## src/rtl/alu_seq.sv

```systemverilog
// ---------------------------------------------------------------------------
// alu_seq : multi-cycle calculator ALU with valid/ready handshakes.
//
// Successor to the 8-bit combinational calculator ALU. It keeps the same
// 4-bit opcode map and flag meanings, but works at a generic WIDTH. MUL is an
// iterative shift-add multiplier and DIV is an iterative restoring divider.
// Both return full-precision results: the high product half or the remainder
// appears on dout_hi.
//
// Parameters:
//   WIDTH     operand/result width in bits (>= 4)
//   CNT_W     width of the iteration counter
//
// Ports:
//   clk       rising-edge clock
//   rst       synchronous, active-high reset
//   in_valid  inA/inB/sel_tmp are valid
//   in_ready  block is idle and can accept an operation
//   inA, inB  unsigned operands (inB is also the shift amount)
//   sel_tmp   opcode: 0 ADD 1 SUB 2 MUL 3 DIV 4 SHL 5 SHR 6 AND 7 OR 8 XOR
//             9 XNOR A NAND B NOR, C-F invalid
//   out_valid result is valid
//   out_ready consumer accepts the result
//   dout      result (low half)
//   dout_hi   MUL high half, DIV remainder, 0 otherwise
//   flags     [0] zero [1] shift-out [2] carry/overflow/div0 [3] borrow/A<B
//
// Optional feature (macro ALU_SEQ_MUL_EARLY_TERM_EN):
//   When defined, MUL stops iterating as soon as the remaining multiplier
//   bits are all zero. Product and flags are the same as a full-length run.
// ---------------------------------------------------------------------------
module alu_seq #(
  parameter int WIDTH = 8,
  parameter int CNT_W = $clog2(WIDTH + 1)
) (
  input  logic               clk,
  input  logic               rst,
  input  logic               in_valid,
  output logic               in_ready,
  input  logic [WIDTH-1:0]   inA,
  input  logic [WIDTH-1:0]   inB,
  input  logic [3:0]         sel_tmp,
  output logic               out_valid,
  input  logic               out_ready,
  output logic [WIDTH-1:0]   dout,
  output logic [WIDTH-1:0]   dout_hi,
  output logic [3:0]         flags
);

  localparam logic [3:0] OpAdd  = 4'h0;
  localparam logic [3:0] OpSub  = 4'h1;
  localparam logic [3:0] OpMul  = 4'h2;
  localparam logic [3:0] OpDiv  = 4'h3;
  localparam logic [3:0] OpShl  = 4'h4;
  localparam logic [3:0] OpShr  = 4'h5;
  localparam logic [3:0] OpAnd  = 4'h6;
  localparam logic [3:0] OpOr   = 4'h7;
  localparam logic [3:0] OpXor  = 4'h8;
  localparam logic [3:0] OpXnor = 4'h9;
  localparam logic [3:0] OpNand = 4'hA;
  localparam logic [3:0] OpNor  = 4'hB;

  localparam logic [WIDTH-1:0] ShiftLimit = WIDTH'(WIDTH);
  localparam logic [CNT_W-1:0] LastIter   = CNT_W'(WIDTH - 1);

`ifdef ALU_SEQ_MUL_EARLY_TERM_EN
  localparam bit EarlyTerm = 1'b1;
`else
  localparam bit EarlyTerm = 1'b0;
`endif

  typedef enum logic [1:0] {IDLE, BUSY, DONE} state_t;

  state_t                r_state;
  logic [3:0]            r_op;
  logic [CNT_W-1:0]      r_cnt;
  logic [2*WIDTH-1:0]    r_mcand;
  logic [WIDTH-1:0]      r_mplier;
  logic [2*WIDTH-1:0]    r_prod;
  logic [WIDTH-1:0]      r_divisor;
  logic [WIDTH-1:0]      r_dividend;
  logic [WIDTH-1:0]      r_rem;
  logic [WIDTH-1:0]      r_quot;
  logic [WIDTH-1:0]      r_dout;
  logic [WIDTH-1:0]      r_doutHi;
  logic [3:0]            r_flags;

  logic [2*WIDTH-1:0]    w_mcand;
  logic [WIDTH-1:0]      w_mplier;
  logic [2*WIDTH-1:0]    w_prod;
  logic [WIDTH-1:0]      w_divisor;
  logic [WIDTH-1:0]      w_dividend;
  logic [WIDTH-1:0]      w_rem;
  logic [WIDTH-1:0]      w_quot;

  logic [2*WIDTH-1:0]    w_mcandNext;
  logic [WIDTH-1:0]      w_mplierNext;
  logic [2*WIDTH-1:0]    w_prodNext;
  logic [WIDTH-1:0]      w_dividendNext;
  logic [WIDTH:0]        w_remShift;
  logic                  w_remGeq;
  logic [WIDTH-1:0]      w_remNext;
  logic [WIDTH-1:0]      w_quotNext;
  logic [3:0]            w_mulFlags;
  logic [3:0]            w_divFlags;

  logic [WIDTH:0]        w_addWide;
  logic [WIDTH:0]        w_shlWide;
  logic [WIDTH:0]        w_shrWide;
  logic [WIDTH-1:0]      w_scDout;
  logic [WIDTH-1:0]      w_scHi;
  logic [3:0]            w_scFlags;

  assign in_ready  = (r_state == IDLE);
  assign out_valid = (r_state == DONE);
  assign dout      = r_dout;
  assign dout_hi   = r_doutHi;
  assign flags     = r_flags;

  // While idle the iteration datapath works directly on the live inputs, so
  // the accept edge already performs the first MUL/DIV iteration. Once busy
  // it works on the registered partial results.
  always_comb begin
    w_mcand    = r_mcand;
    w_mplier   = r_mplier;
    w_prod     = r_prod;
    w_divisor  = r_divisor;
    w_dividend = r_dividend;
    w_rem      = r_rem;
    w_quot     = r_quot;
    if (r_state == IDLE) begin
      w_mcand    = {{WIDTH{1'b0}}, inA};
      w_mplier   = inB;
      w_prod     = '0;
      w_divisor  = inB;
      w_dividend = inA;
      w_rem      = '0;
      w_quot     = '0;
    end
  end

  // One shift-add multiplier step: add the shifted multiplicand when the
  // current multiplier LSB is set, then move on to the next multiplier bit.
  assign w_prodNext   = w_prod + (w_mplier[0] ? w_mcand : '0);
  assign w_mcandNext  = w_mcand << 1;
  assign w_mplierNext = w_mplier >> 1;
  assign w_mulFlags   = {1'b0, (w_prodNext[2*WIDTH-1:WIDTH] != '0), 1'b0,
                         (w_prodNext[WIDTH-1:0] == '0)};

  // One restoring divider step. When the trial subtraction succeeds the
  // difference is below the divisor, so the low WIDTH bits of the shifted
  // remainder minus the divisor are exact.
  assign w_remShift     = {w_rem, w_dividend[WIDTH-1]};
  assign w_remGeq       = (w_remShift >= {1'b0, w_divisor});
  assign w_remNext      = w_remGeq ? (w_remShift[WIDTH-1:0] - w_divisor)
                                   : w_remShift[WIDTH-1:0];
  assign w_quotNext     = (w_quot << 1) | {{(WIDTH-1){1'b0}}, w_remGeq};
  assign w_dividendNext = w_dividend << 1;
  // With a non-zero divisor the quotient is zero exactly when A < B, so one
  // compare drives both the zero and the A<B flag.
  assign w_divFlags     = {(w_quotNext == '0), 2'b00, (w_quotNext == '0)};

  // The extra top bit of the left shift and the extra bottom bit of the right
  // shift catch the last bit shifted out for amounts 1..WIDTH.
  assign w_addWide = {1'b0, inA} + {1'b0, inB};
  assign w_shlWide = {1'b0, inA} << inB;
  assign w_shrWide = {inA, 1'b0} >> inB;

  // Results of all single-cycle opcodes, registered at the accept edge.
  always_comb begin
    w_scDout  = '0;
    w_scHi    = '0;
    w_scFlags = '0;
    case (sel_tmp)
      OpAdd: begin
        w_scDout     = w_addWide[WIDTH-1:0];
        w_scFlags[2] = w_addWide[WIDTH];
      end
      OpSub: begin
        w_scDout     = inA - inB;
        w_scFlags[3] = (inA < inB);
      end
      OpDiv: begin
        w_scFlags[2] = 1'b1;
      end
      OpShl: begin
        if (inB < ShiftLimit) begin
          w_scDout     = w_shlWide[WIDTH-1:0];
          w_scFlags[1] = w_shlWide[WIDTH];
        end
      end
      OpShr: begin
        if (inB < ShiftLimit) begin
          w_scDout     = w_shrWide[WIDTH:1];
          w_scFlags[1] = w_shrWide[0];
        end
      end
      OpAnd:   w_scDout = inA & inB;
      OpOr:    w_scDout = inA | inB;
      OpXor:   w_scDout = inA ^ inB;
      OpXnor:  w_scDout = ~(inA ^ inB);
      OpNand:  w_scDout = ~(inA & inB);
      OpNor:   w_scDout = ~(inA | inB);
      default: w_scDout = '0;
    endcase
    // Invalid opcodes C-F deliberately leave the zero flag clear.
    if (sel_tmp <= OpNor) begin
      w_scFlags[0] = (w_scDout == '0);
    end
  end

  // Control FSM plus result registers. Outputs only change when entering
  // DONE, so they stay stable for the whole output handshake.
  always_ff @(posedge clk) begin
    if (rst) begin
      r_state    <= IDLE;
      r_op       <= '0;
      r_cnt      <= '0;
      r_mcand    <= '0;
      r_mplier   <= '0;
      r_prod     <= '0;
      r_divisor  <= '0;
      r_dividend <= '0;
      r_rem      <= '0;
      r_quot     <= '0;
      r_dout     <= '0;
      r_doutHi   <= '0;
      r_flags    <= '0;
    end else begin
      case (r_state)
        IDLE: begin
          if (in_valid) begin
            r_op       <= sel_tmp;
            r_cnt      <= CNT_W'(1);
            r_mcand    <= w_mcandNext;
            r_mplier   <= w_mplierNext;
            r_prod     <= w_prodNext;
            r_divisor  <= w_divisor;
            r_dividend <= w_dividendNext;
            r_rem      <= w_remNext;
            r_quot     <= w_quotNext;
            if (sel_tmp == OpMul) begin
              if (EarlyTerm && (w_mplierNext == '0)) begin
                r_dout   <= w_prodNext[WIDTH-1:0];
                r_doutHi <= w_prodNext[2*WIDTH-1:WIDTH];
                r_flags  <= w_mulFlags;
                r_state  <= DONE;
              end else begin
                r_state <= BUSY;
              end
            end else if ((sel_tmp == OpDiv) && (inB != '0)) begin
              r_state <= BUSY;
            end else begin
              r_dout   <= w_scDout;
              r_doutHi <= w_scHi;
              r_flags  <= w_scFlags;
              r_state  <= DONE;
            end
          end
        end
        BUSY: begin
          r_cnt      <= r_cnt + CNT_W'(1);
          r_mcand    <= w_mcandNext;
          r_mplier   <= w_mplierNext;
          r_prod     <= w_prodNext;
          r_dividend <= w_dividendNext;
          r_rem      <= w_remNext;
          r_quot     <= w_quotNext;
          if (r_op == OpMul) begin
            if ((r_cnt == LastIter) || (EarlyTerm && (w_mplierNext == '0))) begin
              r_dout   <= w_prodNext[WIDTH-1:0];
              r_doutHi <= w_prodNext[2*WIDTH-1:WIDTH];
              r_flags  <= w_mulFlags;
              r_state  <= DONE;
            end
          end else if (r_cnt == LastIter) begin
            r_dout   <= w_quotNext;
            r_doutHi <= w_remNext;
            r_flags  <= w_divFlags;
            r_state  <= DONE;
          end
        end
        DONE: begin
          if (out_ready) begin
            r_state <= IDLE;
          end
        end
        default: r_state <= IDLE;
      endcase
    end
  end

endmodule

```

## config.mk

```make
export PLATFORM = sky130hd
export DESIGN_NAME = alu_seq
export DESIGN_NICKNAME = d
export VERILOG_FILES = /design/src/rtl/alu_seq.sv
export SDC_FILE = /design/constraint.sdc
export NUM_CORES = 1
export LEC_CHECK = 0
export BUFFER_PORTS_ARGS = -buffer_cell sky130_fd_sc_hd__buf_2
export CAP_MARGIN = 20
export CORE_MARGIN = 4
export CORE_UTILIZATION = 50
export CTS_CLUSTER_SIZE = 30
export DETAILED_ROUTE_END_ITERATION = 16
export PLACE_DENSITY = 0.68
export SLEW_MARGIN = 15
export SYNTH_ARGS = -nofsm -noshare
export SYNTH_HDL_FRONTEND = slang
export SYNTH_SLANG_ARGS = --single-unit
export TNS_END_PERCENT = 50
```

## constraint.sdc

```tcl
create_clock -name clk -period 5 [get_ports clk]
set_input_delay 0.75 -clock clk [delete_from_list [all_inputs] [get_ports clk]]
set_output_delay 0.75 -clock clk [all_outputs]
set_load 0.005 [all_outputs]
```

# Word level (Yosys, flattened, before mapping)
# Index checks and enable logic that the tools add are counted.
# classes
n_addsub	5
order_cmp	4
n_eq_ne	20
n_shift	2
mux	59
bitwise_logic	7
n_reduce_logical	13
# op_table
op	count
8-bit two-way mux	22
16-bit two-way mux	5
8-bit case mux with 10 select lines	1
8-bit case mux with 2 select lines	5
16-bit case mux with 2 select lines	2
4-bit two-way mux	7
8-bit zero test	3
8-bit inverter	3
4-bit by 3-bit equality test with 1-bit output, second input constant	5
16-bit adder	1
4-bit equality test, second input constant	4
4-bit case mux with 2 select lines	2
8-bit nonzero test	2
8-bit subtractor	2
7-bit two-way mux	2
7-bit case mux with 2 select lines	1
4-bit by 2-bit equality test with 1-bit output, second input constant	3
2-bit two-way mux	5
8-bit by 8-bit adder with 9-bit output	1
9-bit by 8-bit greater-or-equal comparator with 1-bit output	1
8-bit by 8-bit << shifter with 9-bit output	1
9-bit by 8-bit right shift with 9-bit output	1
8-bit AND	1
8-bit by 4-bit less-than comparator with 1-bit output, second input constant	1
other kinds (21)	29
# totals
regBits	101
elab_cells	123

# Longest topological paths before layout
# Gate-level depths: netlist of the first run.
# logic_depth
depth_word	9
ltp_mapped	17

# Worst setup path before layout of the first run
# No wires, ideal clock.
# synth_timing
path_kind	register -> register
from	reg r_state[1]
to	reg r_flags[2], in the netlist flags[2]
arrival_ns	3.823
setup_slack_ns	1.046
path_stages_with_launch	17
n_path_buf	4
period_less_slack_ns	3.954
cell_sequence	dfxtp_1 clkbuf_1 or2_1 clkbuf_1 clkbuf_1 buf_1 nor2_1 ha_1 fa_1 a211oi_1 o211ai_1 a21boi_0 nor2_1 xnor2_1 or4_1 o31ai_1 o211ai_1
# synth_between
elab_chain_len	8
# synth_rtl
element	line	source
start, declared	74	state_t r_state;
start signal, assigned	216	r_state <= IDLE;
start signal, assigned	247	r_state <= DONE;
start signal, assigned	249	r_state <= BUSY;
2-bit zero test	131, 230	
16-bit two-way mux / 8-bit two-way mux (equally long branches)	131	if (r_state == IDLE) begin
16-bit two-way mux	144	assign w_prodNext = w_prod + (w_mplier[0] ? w_mcand : '0);
16-bit adder	144	
8-bit nonzero test	147	assign w_mulFlags = {1'b0, (w_prodNext[2*WIDTH-1:WIDTH] != '0), 1'b0,
4-bit two-way mux	270	if ((r_cnt == LastIter) || (EarlyTerm && (w_mplierNext == '0))) begin
4-bit two-way mux	269	if (r_op == OpMul) begin
4-bit case mux with 2 select lines	230	case (r_state)
end signal, assigned	246	r_flags <= w_mulFlags;
end signal, assigned	273	r_flags <= w_mulFlags;
end signal, assigned	279	r_flags <= w_divFlags;
end, declared	86	logic [3:0] r_flags;
# Several ways; a longest one is shown, not always the timed one. The select of a mux whose other input is x is not followed.
# A chain may end at the register's enable or synchronous reset.

# Final worst setup path of the first run
# Same ends and word-level chain as after synthesis.

==> results of run 1 <==
cells in the mapped netlist, drive strengths merged (5+ instances only):
cell type / number / area share (%)
clkbuf: 50 / 3.7
a211oi: 18 / 2.0
a311oi: 13 / 1.6
nor3: 21 / 1.6
xnor2: 17 / 2.1
buf: 17 / 1.4
nand2: 129 / 6.9
a21o: 11 / 1.2
nor2: 96 / 5.1
o21bai: 6 / 0.69
and2: 24 / 2.1
nor2b: 9 / 0.80
mux2i: 19 / 2.7
xor2: 8 / 1.0
nand2b: 6 / 0.53
dfxtp: 91 / 26
o21ai: 39 / 2.8
or4: 5 / 0.55
ha: 48 / 8.5
or2: 7 / 0.62
o31ai: 9 / 0.96
nand4: 9 / 0.80
and3: 10 / 0.89
inv: 31 / 1.7
nand3: 16 / 1.1
o211ai: 9 / 0.96
a2111oi: 5 / 0.62
a221oi: 8 / 1.0
or3: 5 / 0.44
a21oi: 83 / 6.0
a22oi: 25 / 2.7
a21boi: 11 / 1.2
registers in the layout (all words and copies together) (netlist names), 7 cells and up:
signal / cells
r_prod: 16
r_quot: 7
r_rem: 8
r_mcand: 15
r_mplier: 7
r_divisor: 8
dout_hi: 8
dout: 8
worst reg2reg max path, stage by stage, from the launching register on:
cell and delay (ns):
sky130_fd_sc_hd__dfxtp_1 0.38, sky130_fd_sc_hd__or2_2 0.55, sky130_fd_sc_hd__buf_4 0.30, sky130_fd_sc_hd__and2_1 0.17, sky130_fd_sc_hd__ha_1 0.23, sky130_fd_sc_hd__fa_1 0.43
sky130_fd_sc_hd__a211oi_1 0.33, sky130_fd_sc_hd__o211ai_1 0.19, sky130_fd_sc_hd__a21boi_0 0.30, sky130_fd_sc_hd__nor2_1 0.10, sky130_fd_sc_hd__xnor2_1 0.18, sky130_fd_sc_hd__or4_1 0.54
sky130_fd_sc_hd__o31ai_1 0.22, sky130_fd_sc_hd__o211ai_1 0.12
metal layers:
metal / vias to the layer above / global-route usage [%]
met3: 27 / 4.758
met1: 3238 / 38.83
met5: - / 0
li1: 3347 / -
met2: 301 / 38.64
met4: 0 / 6.435
layout make-up:
type / instances / area, µm²
fillers: 1322 / 6282
multi-input cells: 736 / 4746
flip-flops and latches: 91 / 1822
repair buffers: 56 / 307.8
clock buffers: 12 / 246.5
well taps: 180 / 225.2
inverters: 33 / 123.9
clock inverters: 4 / 73.82
power groups by stage:
stage	registers [µW]	logic, µW	clock network, µW
floorplan	794	368	0
global placement	804	482	0
detailed placement	805	485	0
CTS	788	487	753
global route	794	545	782
finish	789	494	740
stage by stage:
stage / cell area (µm²) / hold WS, ns / cells / power (µW)
detailed placement: 7224 / 0.4441 / 1096 / 1290
floorplan: 7041 / 0.4317 / 928 / 1163
CTS: 7545 / 0.4522 / 1112 / 2028
global placement: 7224 / 0.4381 / 1096 / 1286
global route: 7545 / 0.4654 / 1112 / 2121
finish: 7545 / 0.4480 / 1112 / 2024
cell families after synthesis:
family | Yosys count | share of synthesized area (%)
fa+ha+maj | 52 | 9.668
mux | 23 | 3.501
xor+xnor | 25 | 3.110
buf+inv | 101 | 6.913
simple gates | 350 | 22.94
compound gates | 286 | 27.99
flops | 91 | 25.88
worst paths after layout:
kind                      startpoint                endpoint  slack, ns
max          r_state[1]$_SDFFE_PP0P_   flags[2]$_SDFFE_PP0P_       0.81
min           r_prod[5]$_SDFFE_PP0P_  r_prod[5]$_SDFFE_PP0P_       0.45
max reg2reg  r_state[1]$_SDFFE_PP0P_   flags[2]$_SDFFE_PP0P_       0.81
min reg2reg   r_prod[5]$_SDFFE_PP0P_  r_prod[5]$_SDFFE_PP0P_       0.45
==> results.yml, run 1 <==
synthesis:
  ys_async_sr_fraction_pct: 0
  synth.ff_latch_count: 91
  yosysSeqAreaShare_pct: 25.88
  synth_enable_flop_cells: 0
  yosys.cell_types.count: 81
  syn-cell-area_um2: 7041
  syn-num-nets: 1004
  yosys_warnings: 0
  syn_avg_cell_area_um2: 7.587
  post_synth_inst_count: 928
  ys.flop_type: "sky130_fd_sc_hd__dfxtp_1"
timing:
  grt_setup_unrepaired: "no"
  period_minus_slack_ns: 4.186
  timing.final.setup_violations: 0
  finalSetupTns_ns: 0
  slew_violations: 0
  setup_slack_ns: 0.8137
  slew_headroom_pct: 20.91
  hold_viol: 0
  max_clock_freq_mhz: 238.9
  timing.final.crit_share_pct: 83.73
  timing.clock.skew_ns: 0.008347
  max_slew.worst_pin.slew_ns: 1.156
detailed_routing:
  routedWlPerCell_um: 18.73
  dr_wl_met2_um: 8830
  detailroute.via_count: 6913
  route.top_layer_used: "met4"
  detailedRoute.firstIterationViolations: 772
  route.layer.met1.wl_um: 9705
  route.antenna.remaining_nets: 0
  via_density_per_instance: 6.217
  sum_of_met3_wire_segment_lengths_after_detailed_routing_um: 1956
  route.final.wire_length_um: 20830
  drcViolationCount: 0
  firstDrtPassIters: 5
worst_setup_path:
  worst-setup-path-type: "flop to flop"
  crit_path_max_fanout: 33
  arrival_ns: 4.39
  worst-r2r-cell-count: 13
  worst-path-stages: 13
  timing.critical_path.cells: "or2_2 > buf_4 > and2_1 > ha_1 > fa_1 > a211oi_1 > o211ai_1 > a21boi_0 > nor2_1 > xnor2_1 > or4_1 > o31ai_1 > o211ai_1"
  worst_setup_path_end_kind: "flop"
  cp.required_ns: 5.21
  critical_path.most_common_cell: "sky130_fd_sc_hd__o211ai_1"
  worst-path-buf-inv: 1
  path_delay_family: "simple AND/OR/NAND/NOR gates"
  cpMaxStageDelayCell: "sky130_fd_sc_hd__or2_2"
  critPathMaxStageDelay_ns: 0.55
  startpoint_type: "flop"
global_route:
  overflow: 0
  grt_max_degree: 47
  grt_first_pass_wirelength_um: 33800
  first_global_vias: 6370
  number_of_antenna_violations_at_the_first_check_in_global_routing: 0
  grt_usage_pct: 25.99
die:
  die-height_um: 126.7
  placementRows: 43
  floorplan.die.width_um: 126.7
  design.die.area_um2: 16040
  starting_density_of_the_core_pct: 50.92
  ioPinCount: 46
  design.core.area_um2: 13830
clocking:
  h-tree-depth: 3
  clk_pin_slew_worst_paths_ns: 0.07
  cts-buffers-inserted: 9
  cts.root.buffer_cell: "sky130_fd_sc_hd__clkbuf_16"
  cts_tree: "yes"
  worst_skew_pair.late_latency_ns: 0.35
  cts_setup_buffers: 0
  cts-root-to-sink-buffers: 2
  clock_sink_total: 91
  cts_resized: 0
  cts_hold_buf: 0
pwr:
  power.sequential.fraction_pct: 39.0
  p_clk_share_pct: 36.6
  sw_frac_of_total_pct: 31.31
  comb_power_share_pct: 24.4
  peakVddDrop_mv: 0.2228
  cellInternalPower_uw: 1390
  power.density_cell_area_nw_per_um2: 268.2
  cellLeakagePower_uw: 0.003135
  power_switching_uw: 633.7
cells_and_area:
  nets: 1003
  most_frequent_cells_in_the_layout: "129 x sky130_fd_sc_hd__nand2_1, 95 x sky130_fd_sc_hd__nor2_1, 91 x sky130_fd_sc_hd__dfxtp_1"
  syn_to_final_growth_pct: 7.162
  post_route_cells_drive_above_1_share_pct: 11.37
  layout.cells.most_common: "sky130_fd_sc_hd__nand2_1"
  antenna_cells: 0
  postLayoutCoreUtil_pct: 54.57
min_path:
  hold_path_class: "flop to flop"
  hold_path_depth: 2
status:
  run_status: "complete, no violations"
run:
  timing.max_cap.violations: 0
place:
  gp_routability_congestion: 0.9726
  dpl_worst_slack_ns: 0.8358
  port_buffers: 45
  dp_hpwl_um: 15440
No activity file was read; power rests on OpenSTA's default activity.
==> run 2: changes to the inputs <==
==> constraint.sdc (replaced) <==
create_clock -name clk -period 4 [get_ports clk]
set_input_delay 0.6 -clock clk [delete_from_list [all_inputs] [get_ports clk]]
set_output_delay 0.6 -clock clk [all_outputs]
set_load 0.005 [all_outputs]
==> run 2 against run 1 <==
Effect of this change: count of clock-buffer cells in the layout unchanged; maximum frequency up 14%; sequential power up 25%; die area unchanged; global-route usage down 0.81 points; clock power up 24%; cell area up 1.2%; hold slack better by 0.0031 ns; utilization up 0.63 points; largest cell class unchanged.
==> results.yml, run 2 (synthesis gave the netlist of run 1 again) <==
status:
  run_status: "complete, no violations"
detailed_routing:
  detailedRoute.firstIterationViolations: 733
  routedWlPerCell_um: 18.09
  firstDrtPassIters: 7
  detailroute.via_count: 6815
  drcViolationCount: 0
  route.final.wire_length_um: 20340
  via_density_per_instance: 6.063
  route.antenna.remaining_nets: 0
worst_setup_path:
  startpoint_type: "flop"
  cpMaxStageDelayCell: "sky130_fd_sc_hd__or4_1"
  reg2reg_from: "r_state[0]$_SDFFE_PP0P_"
  worst-path-buf-inv: 1
  timing.critical_path.cells: "or2_2 > buf_4 > and3_1 > ha_1 > a21o_1 > a2111oi_0 > a21boi_0 > nor2_1 > xnor2_1 > or4_1 > o31ai_1 > o211ai_1"
  critical_path.startpoint: "r_state[0]$_SDFFE_PP0P_"
  cp.required_ns: 4.19
  critical_path.endpoint: "flags[2]$_SDFFE_PP0P_"
  worst-r2r-cell-count: 12
  reg2reg_slack_ns: 0.32
  arrival_ns: 3.87
  crit_path_max_fanout: 30
  worst-path-stages: 12
  worst_setup_path_end_kind: "flop"
  path_delay_family: "compound AO/OA/AOI/OAI gates"
  critPathMaxStageDelay_ns: 0.52
  worst-setup-path-type: "flop to flop"
  r2r-end: "flags[2]$_SDFFE_PP0P_"
cells_and_area:
  most_frequent_cells_in_the_layout: "129 x sky130_fd_sc_hd__nand2_1, 95 x sky130_fd_sc_hd__nor2_1, 91 x sky130_fd_sc_hd__dfxtp_1"
  top_regs: "r_prod x16, r_mcand x15"
  num-fill-cells: 1348
  layout.cells.most_common: "sky130_fd_sc_hd__nand2_1"
  largest-register: "r_prod"
  register_area_um2: 1822
  total_area_of_multi_input_combinational_cells_um2: 4746
  antenna_cells: 0
  nets: 1015
  post_route_cells_drive_above_1_share_pct: 12.50
  largest_register_ffs: 16
  syn_to_final_growth_pct: 8.406
  design_area_um2: 7632
die:
  die-height_um: 126.7
  design.core.area_um2: 13830
  floorplan.die.width_um: 126.7
  design.die.area_um2: 16040
  ioPinCount: 46
  placementRows: 43
  starting_density_of_the_core_pct: 50.92
place:
  port_buffers: 45
  dp_hpwl_um: 15110
  placedInstanceArea_um2: 7307
  gp_routability_congestion: 1.006
timing:
  max_slew.worst_pin.slew_ns: 1.046
  finalSetupTns_ns: 0
  slew_violations: 0
  max_clock_freq_mhz: 271.9
  grt_setup_unrepaired: "no"
  period_minus_slack_ns: 3.678
  hold_viol: 0
  timing.final.crit_share_pct: 91.96
  timing.clock.skew_ns: 0.005495
  slew_headroom_pct: 30.11
  holdWs_ns: 0.4512
  timing.final.setup_violations: 0
clocking:
  cts_resized: 0
  cts.root.buffer_cell: "sky130_fd_sc_hd__clkbuf_16"
  cts-root-to-sink-buffers: 2
  worst_skew_pair.late_latency_ns: 0.35
  clk_pin_slew_worst_paths_ns: 0.06
  cts_tree: "yes"
  cts_hold_buf: 0
  cts_setup_buffers: 0
  h-tree-depth: 3
  cts-buffers-inserted: 9
  clock_sink_total: 91
min_path:
  hold_path_class: "flop to flop"
  min_delay_startpoint: "r_prod[5]$_SDFFE_PP0P_"
global_route:
  met1_usage_pct: 37.20
  busiest_layer: "met2"
  grt_max_degree: 54
  use_met2_pct: 38.36
  grt_first_pass_wirelength_um: 32800
  number_of_antenna_violations_at_the_first_check_in_global_routing: 0
  first_global_vias: 6097
  overflow: 0
  grt_usage_pct: 25.17
  gr-usage-met3_pct: 3.958
pwr:
  peakVddDrop_mv: 0.2157
  totalPowerFinal_uw: 2532
  power.density_cell_area_nw_per_um2: 331.7
  cellLeakagePower_uw: 0.003193
run:
  timing.max_cap.violations: 0
[run 2: cell types whose count changed in the layout (fill, tap and decap cells not counted)]
cell                       before  now
sky130_fd_sc_hd__buf_4         11   22
sky130_fd_sc_hd__clkbuf_2       0    1
[run 2: layout make-up]
class / count / area share, %
Multi-Input combinational cell: 736 / 62.18
Sequential cell: 91 / 23.87
Timing Repair Buffer: 68 / 5.180
Clock buffer: 12 / 3.230
Tap cell: 180 / 2.951
Inverter: 33 / 1.623
Clock inverter: 4 / 0.9672
[run 2: tightest hold or removal path, delay by kind of cell (launching register included)]
kind	cells	cell delay (ns)
and+or+nand+nor	1	0.05
AOI/OAI and AO/OA	1	0.05
DFF	1	0.30
[run 2: how the worst min path moves through the flow]
| stage | depth (start not counted) | to |
|---|---|---|
| 6_report | 2 | r_prod[5]$_SDFFE_PP0P_ |
| 2_1_floorplan | 2 | r_prod[0]$_SDFFE_PP0P_ |
| 3_3_place_gp | 2 | r_prod[6]$_SDFFE_PP0P_ |
| 4_1_cts | 2 | r_prod[5]$_SDFFE_PP0P_ |
| 5_1_grt | 2 | r_prod[6]$_SDFFE_PP0P_ |
| 3_5_place_dp | 2 | r_prod[5]$_SDFFE_PP0P_ |
[run 2: through the flow]
stage	setup WS, ns	util [%]	instances
2_1_floorplan	0.04588	-	928
5_1_grt	0.09756	55.20	1124
3_5_place_dp	0.2180	52.85	1107
6_report	0.3217	55.20	1124
4_1_cts	0.3522	55.16	1123
3_3_place_gp	0.2729	52.85	1107
[run 2: report_power, final]
group          internal, µW  total [µW]  switching (µW)
sequential              953         985            32.4
clock                   565         917             352
combinational           229         630             401
[run 2: routing by layer]
| metal | vias up | wire (µm) |
|---|---|---|
| met5 | - | 0 |
| met4 | 0 | 315 |
| met3 | 31 | 1414 |
| met2 | 222 | 8926 |
| met1 | 3193 | 9680 |
| li1 | 3369 | - |
